## src/rtl/des_iter_ctrl.sv

```systemverilog
// rtl/des_iter_ctrl.sv - iterative DES sequencer: IP/FP, L/R rounds and on-the-fly key schedule
// The f-function is external; this block presents R and the round subkey and consumes f_res.
module des_iter_ctrl (
  input  logic        clk,
  input  logic        rst_n,
  input  logic        in_valid,
  output logic        in_ready,
  input  logic [63:0] in_data,
  input  logic [63:0] in_key,
  input  logic        in_decrypt,
  output logic        out_valid,
  input  logic        out_ready,
  output logic [63:0] out_data,
  output logic        busy,
  output logic [3:0]  round,
  output logic [31:0] f_r,
  output logic [47:0] f_key,
  input  logic [31:0] f_res
);

  localparam logic [1:0] S_IDLE  = 2'd0;
  localparam logic [1:0] S_ROUND = 2'd1;
  localparam logic [1:0] S_DONE  = 2'd2;

  // Tables use DES numbering: entry n is bit n counted from the MSB, first entry is output MSB.
  localparam int IP_T [64] = '{
    58, 50, 42, 34, 26, 18, 10, 2, 60, 52, 44, 36, 28, 20, 12, 4,
    62, 54, 46, 38, 30, 22, 14, 6, 64, 56, 48, 40, 32, 24, 16, 8,
    57, 49, 41, 33, 25, 17,  9, 1, 59, 51, 43, 35, 27, 19, 11, 3,
    61, 53, 45, 37, 29, 21, 13, 5, 63, 55, 47, 39, 31, 23, 15, 7
  };

  localparam int FP_T [64] = '{
    40, 8, 48, 16, 56, 24, 64, 32, 39, 7, 47, 15, 55, 23, 63, 31,
    38, 6, 46, 14, 54, 22, 62, 30, 37, 5, 45, 13, 53, 21, 61, 29,
    36, 4, 44, 12, 52, 20, 60, 28, 35, 3, 43, 11, 51, 19, 59, 27,
    34, 2, 42, 10, 50, 18, 58, 26, 33, 1, 41,  9, 49, 17, 57, 25
  };

  // PC1 never selects bits 8,16,...,64, which is what makes the parity bits irrelevant.
  localparam int PC1_T [56] = '{
    57, 49, 41, 33, 25, 17,  9,  1, 58, 50, 42, 34, 26, 18,
    10,  2, 59, 51, 43, 35, 27, 19, 11,  3, 60, 52, 44, 36,
    63, 55, 47, 39, 31, 23, 15,  7, 62, 54, 46, 38, 30, 22,
    14,  6, 61, 53, 45, 37, 29, 21, 13,  5, 28, 20, 12,  4
  };

  localparam int PC2_T [48] = '{
    14, 17, 11, 24,  1,  5,  3, 28, 15,  6, 21, 10,
    23, 19, 12,  4, 26,  8, 16,  7, 27, 20, 13,  2,
    41, 52, 31, 37, 47, 55, 30, 40, 51, 45, 33, 48,
    44, 49, 39, 56, 34, 53, 46, 42, 50, 36, 29, 32
  };

  function automatic logic [63:0] ip_perm(input logic [63:0] x);
    logic [63:0] y;
    logic [5:0]  idx;
    y = '0;
    for (int i = 0; i < 64; i++) begin
      idx = 6'(64 - IP_T[i]);
      y   = {y[62:0], x[idx]};
    end
    return y;
  endfunction

  function automatic logic [63:0] fp_perm(input logic [63:0] x);
    logic [63:0] y;
    logic [5:0]  idx;
    y = '0;
    for (int i = 0; i < 64; i++) begin
      idx = 6'(64 - FP_T[i]);
      y   = {y[62:0], x[idx]};
    end
    return y;
  endfunction

  function automatic logic [55:0] pc1_perm(input logic [63:0] x);
    logic [55:0] y;
    logic [5:0]  idx;
    y = '0;
    for (int i = 0; i < 56; i++) begin
      idx = 6'(64 - PC1_T[i]);
      y   = {y[54:0], x[idx]};
    end
    return y;
  endfunction

  function automatic logic [47:0] pc2_perm(input logic [55:0] x);
    logic [47:0] y;
    logic [5:0]  idx;
    y = '0;
    for (int i = 0; i < 48; i++) begin
      idx = 6'(56 - PC2_T[i]);
      y   = {y[46:0], x[idx]};
    end
    return y;
  endfunction

  function automatic logic [27:0] rot28(input logic [27:0] x, input logic [1:0] n, input logic right);
    logic [27:0] y;
    y = x;
    if (right) begin
      if (n == 2'd1) y = {x[0], x[27:1]};
      if (n == 2'd2) y = {x[1:0], x[27:2]};
    end else begin
      if (n == 2'd1) y = {x[26:0], x[27]};
      if (n == 2'd2) y = {x[25:0], x[27:26]};
    end
    return y;
  endfunction

  logic [1:0]  state;
  logic [3:0]  cnt;
  logic [31:0] l_q;
  logic [31:0] r_q;
  logic [55:0] cd_q;
  logic        decrypt_q;
  logic [63:0] out_data_q;
  logic [1:0]  rot_amt;
  logic [55:0] cd_rot;
  logic [31:0] r_next;

  // Decrypt walks the schedule backwards: round 0 uses the unrotated PC1 state (K16).
  always_comb begin
    rot_amt = 2'd2;
    if (cnt == 4'd0 || cnt == 4'd1 || cnt == 4'd8 || cnt == 4'd15) rot_amt = 2'd1;
    if (decrypt_q && cnt == 4'd0) rot_amt = 2'd0;
  end

  always_comb begin
    cd_rot = {rot28(cd_q[55:28], rot_amt, decrypt_q), rot28(cd_q[27:0], rot_amt, decrypt_q)};
    r_next = l_q ^ f_res;
  end

  assign f_key     = pc2_perm(cd_rot);
  assign f_r       = r_q;
  assign round     = (state == S_ROUND) ? cnt : 4'd0;
  assign in_ready  = (state == S_IDLE);
  assign out_valid = (state == S_DONE);
  assign busy      = (state != S_IDLE);
  assign out_data  = out_data_q;

  always_ff @(posedge clk or negedge rst_n) begin
    if (!rst_n) begin
      state      <= S_IDLE;
      cnt        <= 4'd0;
      l_q        <= '0;
      r_q        <= '0;
      cd_q       <= '0;
      decrypt_q  <= 1'b0;
      out_data_q <= '0;
    end else begin
      case (state)
        S_IDLE: begin
          if (in_valid) begin
            {l_q, r_q} <= ip_perm(in_data);
            cd_q       <= pc1_perm(in_key);
            decrypt_q  <= in_decrypt;
            cnt        <= 4'd0;
            state      <= S_ROUND;
          end
        end
        S_ROUND: begin
          l_q  <= r_q;
          r_q  <= r_next;
          cd_q <= cd_rot;
          cnt  <= cnt + 4'd1;
          if (cnt == 4'd15) begin
            // Final swap is undone here: FP is applied to {R16, L16}.
            out_data_q <= fp_perm({r_next, r_q});
            state      <= S_DONE;
          end
        end
        S_DONE: begin
          if (out_ready) state <= S_IDLE;
        end
        default: state <= S_IDLE;
      endcase
    end
  end

endmodule

```

## config.mk

```make
export PLATFORM = sky130hd
export DESIGN_NAME = des_iter_ctrl
export DESIGN_NICKNAME = d
export VERILOG_FILES = /design/src/rtl/des_iter_ctrl.sv
export SDC_FILE = /design/constraint.sdc
export NUM_CORES = 1
export LEC_CHECK = 0
export CORE_MARGIN = 2
export CORE_UTILIZATION = 51
export DETAILED_ROUTE_END_ITERATION = 10
export GPL_TIMING_DRIVEN = 0
export PLACE_DENSITY_LB_ADDON = 0.12
export SYNTH_ARGS = -nofsm -noshare
export SYNTH_HDL_FRONTEND = slang
export SYNTH_SLANG_ARGS = --single-unit
```

## constraint.sdc

```tcl
create_clock -name clk -period 4.6 [get_ports clk]
set_clock_uncertainty 0.05 [all_clocks]
set_input_delay 0.92 -clock clk [delete_from_list [all_inputs] [get_ports clk]]
set_output_delay 0.92 -clock clk [all_outputs]
set_load 0.01 [all_outputs]
```

# Yosys cells after proc, flatten, opt, wreduce, memory -nomap -nowiden
# Cells that the tools add are included.
dict set report word_totals {
  ff_bits 191
  latchBits 0
  mem_bits_rw 0
  rom_bits 0
  out_inout_bits 151
  word_cells 59
  n_memories 0
}
dict set report op_classes {
  add_sub_neg 1
  multipliers 0
  n_div 0
  magnitude_cmp 0
  eq_ne 11
  n_shift 0
  muxes 25
  bitwise_logic 1
  reduce_logical 13
}
# op count
set ops {}
lappend ops {{$mux 28} 10}
lappend ops {{$pmux 32 s2} 2}
lappend ops {{$pmux 56 s2} 1}
lappend ops {{$mux 32} 2}
lappend ops {{$mux 56} 1}
lappend ops {{$xor 32x32->32} 1}
lappend ops {{$mux 2} 5}
lappend ops {{$eq 4x4->1 const B} 2}
lappend ops {{$mux 4} 2}
lappend ops {{$pmux 4 s2} 1}
lappend ops {{$pmux 2 s3} 1}
lappend ops {{$reduce_and 2->1} 3}
lappend ops {{$reduce_and 3->1} 2}
lappend ops {{$add 4x1->4 const B} 1}
lappend ops {{$eq 2x1->1 const B} 2}
lappend ops {{$eq 2x2->1 const B} 2}
lappend ops {{$eq 4x1->1 const B} 1}
lappend ops {{$logic_not 4->1} 1}
lappend ops {{$ne 2x1->1 const B} 2}
lappend ops {{$reduce_bool 2->1} 2}
lappend ops {{$logic_or 1x1->1} 3}
lappend ops {{$ne 3x3->1 const B} 1}
lappend ops {{$logic_not 2->1} 1}
lappend ops {{$ne 2x2->1 const B} 1}
lappend ops {{$logic_and 1x1->1} 1}

# Longest topological paths before layout
dict set report depth {
  depth_word 11
  ltp_mapped 9
  depth_no_buf 7
}

# Worst setup path before layout
# No wires, ideal clock.
dict set report synth_timing {
  path_kind {register to output}
  startpoint {register cnt[0]}
  endpoint {output f_key[0]}
  arrival_ns 1.865
  required_ns 3.630
  path_slack_ns 1.765
  path_stages_with_launch 10
  n_path_buf 2
  path_cell_list {dfrtp_1 inv_1 ha_1 or2_1 o21ai_2 buf_4 buf_2 a21oi_1 a32oi_1 a21o_1}
}
dict set report synth_via {
  elab_chain_cells 10
}
# item line
set synth_lines {}
lappend synth_lines {{from (decl)} 113} ;# logic [3:0] cnt;
lappend synth_lines {{from (signal assigned)} 167} ;# cnt <= cnt + 4'd1;
lappend synth_lines {{$eq 4x1->1 / $logic_not 4->1 (equally long branches)} {126, 127}}
lappend synth_lines {{$logic_or 1x1->1 (3 in a row)} 126} ;# if (cnt == 4'd0 || cnt == 4'd1 || cnt == 4'd8 || cnt == 4'd15) rot_amt = 2'd1;
lappend synth_lines {{$mux 2} 126}
lappend synth_lines {{$mux 2 (*)} 127} ;# if (decrypt_q && cnt == 4'd0) rot_amt = 2'd0;
lappend synth_lines {{$eq 2x1->1} {103, 106}}
lappend synth_lines {{$mux 28, on equally long branches} {106, 103}}
lappend synth_lines {{$mux 28, on equally long branches} {107, 104}}
lappend synth_lines {{$mux 28 (*)} 102} ;# if (right) begin
lappend synth_lines {{to (decl)} 17} ;# output logic [47:0] f_key,
# Mark *: on every way between the ends. The rest lies on a longest branch, timed or not. The select of a mux whose other input is x is not followed.

# Worst setup path in the final report
dict set report layout_timing {
  startpoint {register cnt[0]}
  endpoint {output f_key[28]}
}
# The elaborated chain is that of the path after synthesis.

==> flow_summary_export.csv <==
group,metric,value,unit
drt,firstDrtPassIters,7,
worst_setup_path,arrival,3.44,ns
drt,postRouteAntennaNets,0,
final_layout,nFillCells,1526,
clock_tree,clockBufferDepth,2,
drt,vias,10500,
pwr,cellPowerDensity,882,nW/um2
yosys,ys_ff_latch,191,
placement,dpl_cell_area,13600,um2
clock_tree,clock_sinks,191,
clock_tree,htreeDepth,4,
yosys,post_synth.cell_area_avg,9.60,um2
worst_setup_path,worst-endpoint-required,3.63,ns
placement,gp_congestion,1.01,
min_path,hold_path_class,"input pin to asynchronous set/reset pin",
yosys,syn-num-nets,1228,
clock_tree,clockRootBuffer,"clkbuf_16",
yosys,async_flop_share,100,%
floorplan,ioPinCount,316,
placement,dp.cells,1633,
pwr,p_leak,6.39,nW
floorplan,row_count,51,
yosys,synth_ff_type,"dfrtp_1",
worst_setup_path,critPathMaxFanout,10,
drt,via_per_inst,6.28,
placement,dpl.hpwl,26.8,mm
worst_setup_path,ff2ff_setup_slack,1.99,ns
final_layout,num-nets-final,1555,
global_route,grtUsageTotal,34.7,%
clock_tree,post_cts_buffers,0,
global_route,grt_max_degree,118,
sta,min_period,4.41,ns
drt,route.detailed.drc,0,
clock_tree,cts_tree,"built",
yosys,syn-cell-area,10200,um2
placement,placement.io_buffers,307,
yosys,ys_seq_area_share,46.9,%
floorplan,dieWidth,145,um
yosys,synth-edff-count,0,
clock_tree,clock_latency,0.44,ns
global_route,grt_remaining_overflow,0,
worst_setup_path,worstSetupEndpointType,"output pin",
yosys,synth_cell_types,41,
sta,fin_crit_sh,96.0,%
floorplan,core,19500,um2
global_route,grt_pass1_vias,9940,
sta,fmax,227,MHz
drt,wirelength,37.4,mm
floorplan,die_area,21100,um2
final_layout,fin_cells,1665,
floorplan,die_h,145,um
final_layout,stdcell_area,14200,um2
sta,hold_viol_final,0,
sta,hold_slack,0.377,ns
clock_tree,holdBufCountCts,0,
sta,relSlewSlack,45.1,%
sta,rsz0062_at_grt,"no",
clock_tree,ctsResizeCount,0,
global_route,grt_pass1_wl,57.4,mm
pwr,power,12.5,mW
worst_setup_path,critical_path_class,"register to output pin",
yosys,syn_inst,1060,
global_route,antenna_found_initial,1,
drt,drt-wirelength-per-cell,22.5,um
worst_setup_path,startpoint_type,"register",
clock_tree,cts_made_buffers,17,
flow_run,drv_cap,0,
pwr,vdd_drop_max,0.610,mV
yosys,synth_warnings,0,
run_status,outcome,"finished, final reports clean",
sta,finalMaxSlewViolations,0,
drt,drt-initial-drc-count,1285,
sta,worst_slew_pin_slew,0.824,ns
sta,setup_viol,0,
final_layout,area_growth,39.8,%
clock_tree,cts.clk_slew.worst_paths,0.07,ns
floorplan,initial_core_util,52.1,%
final_layout,drive_above_1_share,9.65,%
==> final cells by class <==
class / instances / area (um2) / share of cell area, %
Antenna cell: 1 / 2.50 / 0.0176
Buffer: 97 / 488 / 3.43
Clock buffer: 19 / 453 / 3.18
Clock inverter: 12 / 155 / 1.09
Inverter: 4 / 15.0 / 0.106
Multi-Input combinational cell: 768 / 4900 / 34.4
Sequential cell: 191 / 4780 / 33.6
Tap cell: 265 / 332 / 2.33
Timing Repair Buffer: 308 / 3110 / 21.8
==> critical path, cell delays in order (launching register included) <==
cell             delay [ns]
dfrtp_1                0.43
inv_1                  0.09
ha_1                   0.25
nand3b_1               0.11
buf_2                  0.27
buf_1                  0.56
nand3_1                0.23
a32oi_1                0.40
a21o_1                 0.13
clkdlybuf4s50_1        0.53
==> where the power goes <==
part / switching [mW] / leakage [nW] / total, mW / internal, mW
Sequential: 0.815 / 2.27 / 3.36 / 2.54
Combinational: 3.90 / 3.82 / 7.64 / 3.74
Clock: 0.709 / 0.290 / 1.55 / 0.845
Total: 5.42 / 6.39 / 12.5 / 7.13
==> kinds of logic (layout without fill, tap and decap cells) <==
group           count (synthesis)  after routing  share of synthesized area [%]
buf+inv                       101            440                           4.94
mux                            55             55                           6.08
other cells                     0              1                              0
simple gates                  293            293                           12.0
compound gates                383            383                           26.7
xor+xnor                       34             34                           2.92
flops                         191            191                           46.9
fa+ha+maj                       3              3                          0.369
==> registers in the layout (all words and copies together) (netlist names) <==
signal,flops
l_q,32
cd_q,56
state,2
out_data,64
f_r,32
cnt,4
decrypt_q,1
==> per-stage QoR <==
stage                     setup TNS (ns)  setup slack, ns  util [%]
after floorplan                        0             1.77         -
after global placement          -1066.79            -5.60      69.6
after detailed placement               0            0.796      69.7
after CTS                              0            0.302      72.9
after global routing                   0           0.0198      72.9
final                                  0            0.185      72.9
==> synthesized netlist by cell type, types with 2 or more instances <==
cell type | n | share of area (%)
buf_2 | 24 | 1.2
nor2b_1 | 2 | 0.12
nand2b_1 | 2 | 0.12
inv_1 | 4 | 0.15
a211o_1 | 6 | 0.52
a221o_1 | 11 | 1.1
buf_6 | 8 | 0.88
buf_1 | 10 | 0.37
a22oi_1 | 18 | 1.3
a31oi_1 | 20 | 1.2
dfrtp_1 | 191 | 47
mux2_2 | 55 | 6.1
buf_4 | 9 | 0.66
nor2_1 | 36 | 1.3
a21oi_1 | 63 | 3.1
o21a_1 | 2 | 0.15
clkbuf_1 | 46 | 1.7
a21o_1 | 96 | 7.1
ha_1 | 3 | 0.37
a32oi_1 | 48 | 4.1
xnor2_1 | 33 | 2.8
a22o_1 | 48 | 4.1
nand3_1 | 65 | 3.2
a211oi_1 | 6 | 0.44
o21ai_0 | 58 | 2.9
nand2_1 | 179 | 6.6
and2_1 | 3 | 0.18
==> routing by layer <==
metal,routed length (um),track usage (%),vias up
met2,17100,53.5,730
met4,1360,13.0,0
met3,4010,8.46,120
li1,-,-,4537
met5,0,0,-
met1,14900,47.6,5065
==> placed cells by master (no fill, tap or decap), types with 9 or more instances in the layout <==
master | synthesis | final
a21o_1 | 96 | 96
a21oi_1 | 63 | 63
a221o_1 | 11 | 11
a22o_1 | 48 | 48
a22oi_1 | 18 | 18
a31oi_1 | 20 | 20
a32oi_1 | 48 | 48
buf_1 | 10 | 10
buf_2 | 24 | 24
buf_4 | 9 | 9
clkbuf_1 | 46 | 46
clkbuf_16 | 0 | 17
clkdlybuf4s50_1 | 0 | 306
dfrtp_1 | 191 | 191
mux2_2 | 55 | 55
nand2_1 | 179 | 179
nand3_1 | 65 | 65
nor2_1 | 36 | 36
o21ai_0 | 58 | 58
xnor2_1 | 33 | 33
==> path summary, 6_finish.rpt <==
kind	start	to	depth (start not counted)
worst max-delay path	cnt[0]	f_key[28]	9
worst min-delay path	rst_n	out_data[33]	1
max in group asynchronous	rst_n	cd_q[22]	2
worst min register to register	out_data[20]	out_data[20]	2
worst max register to register	cnt[0]	cd_q[49]	8
min in group clk	out_data[20]	out_data[20]	2
(Power assumes the default switching activity.)
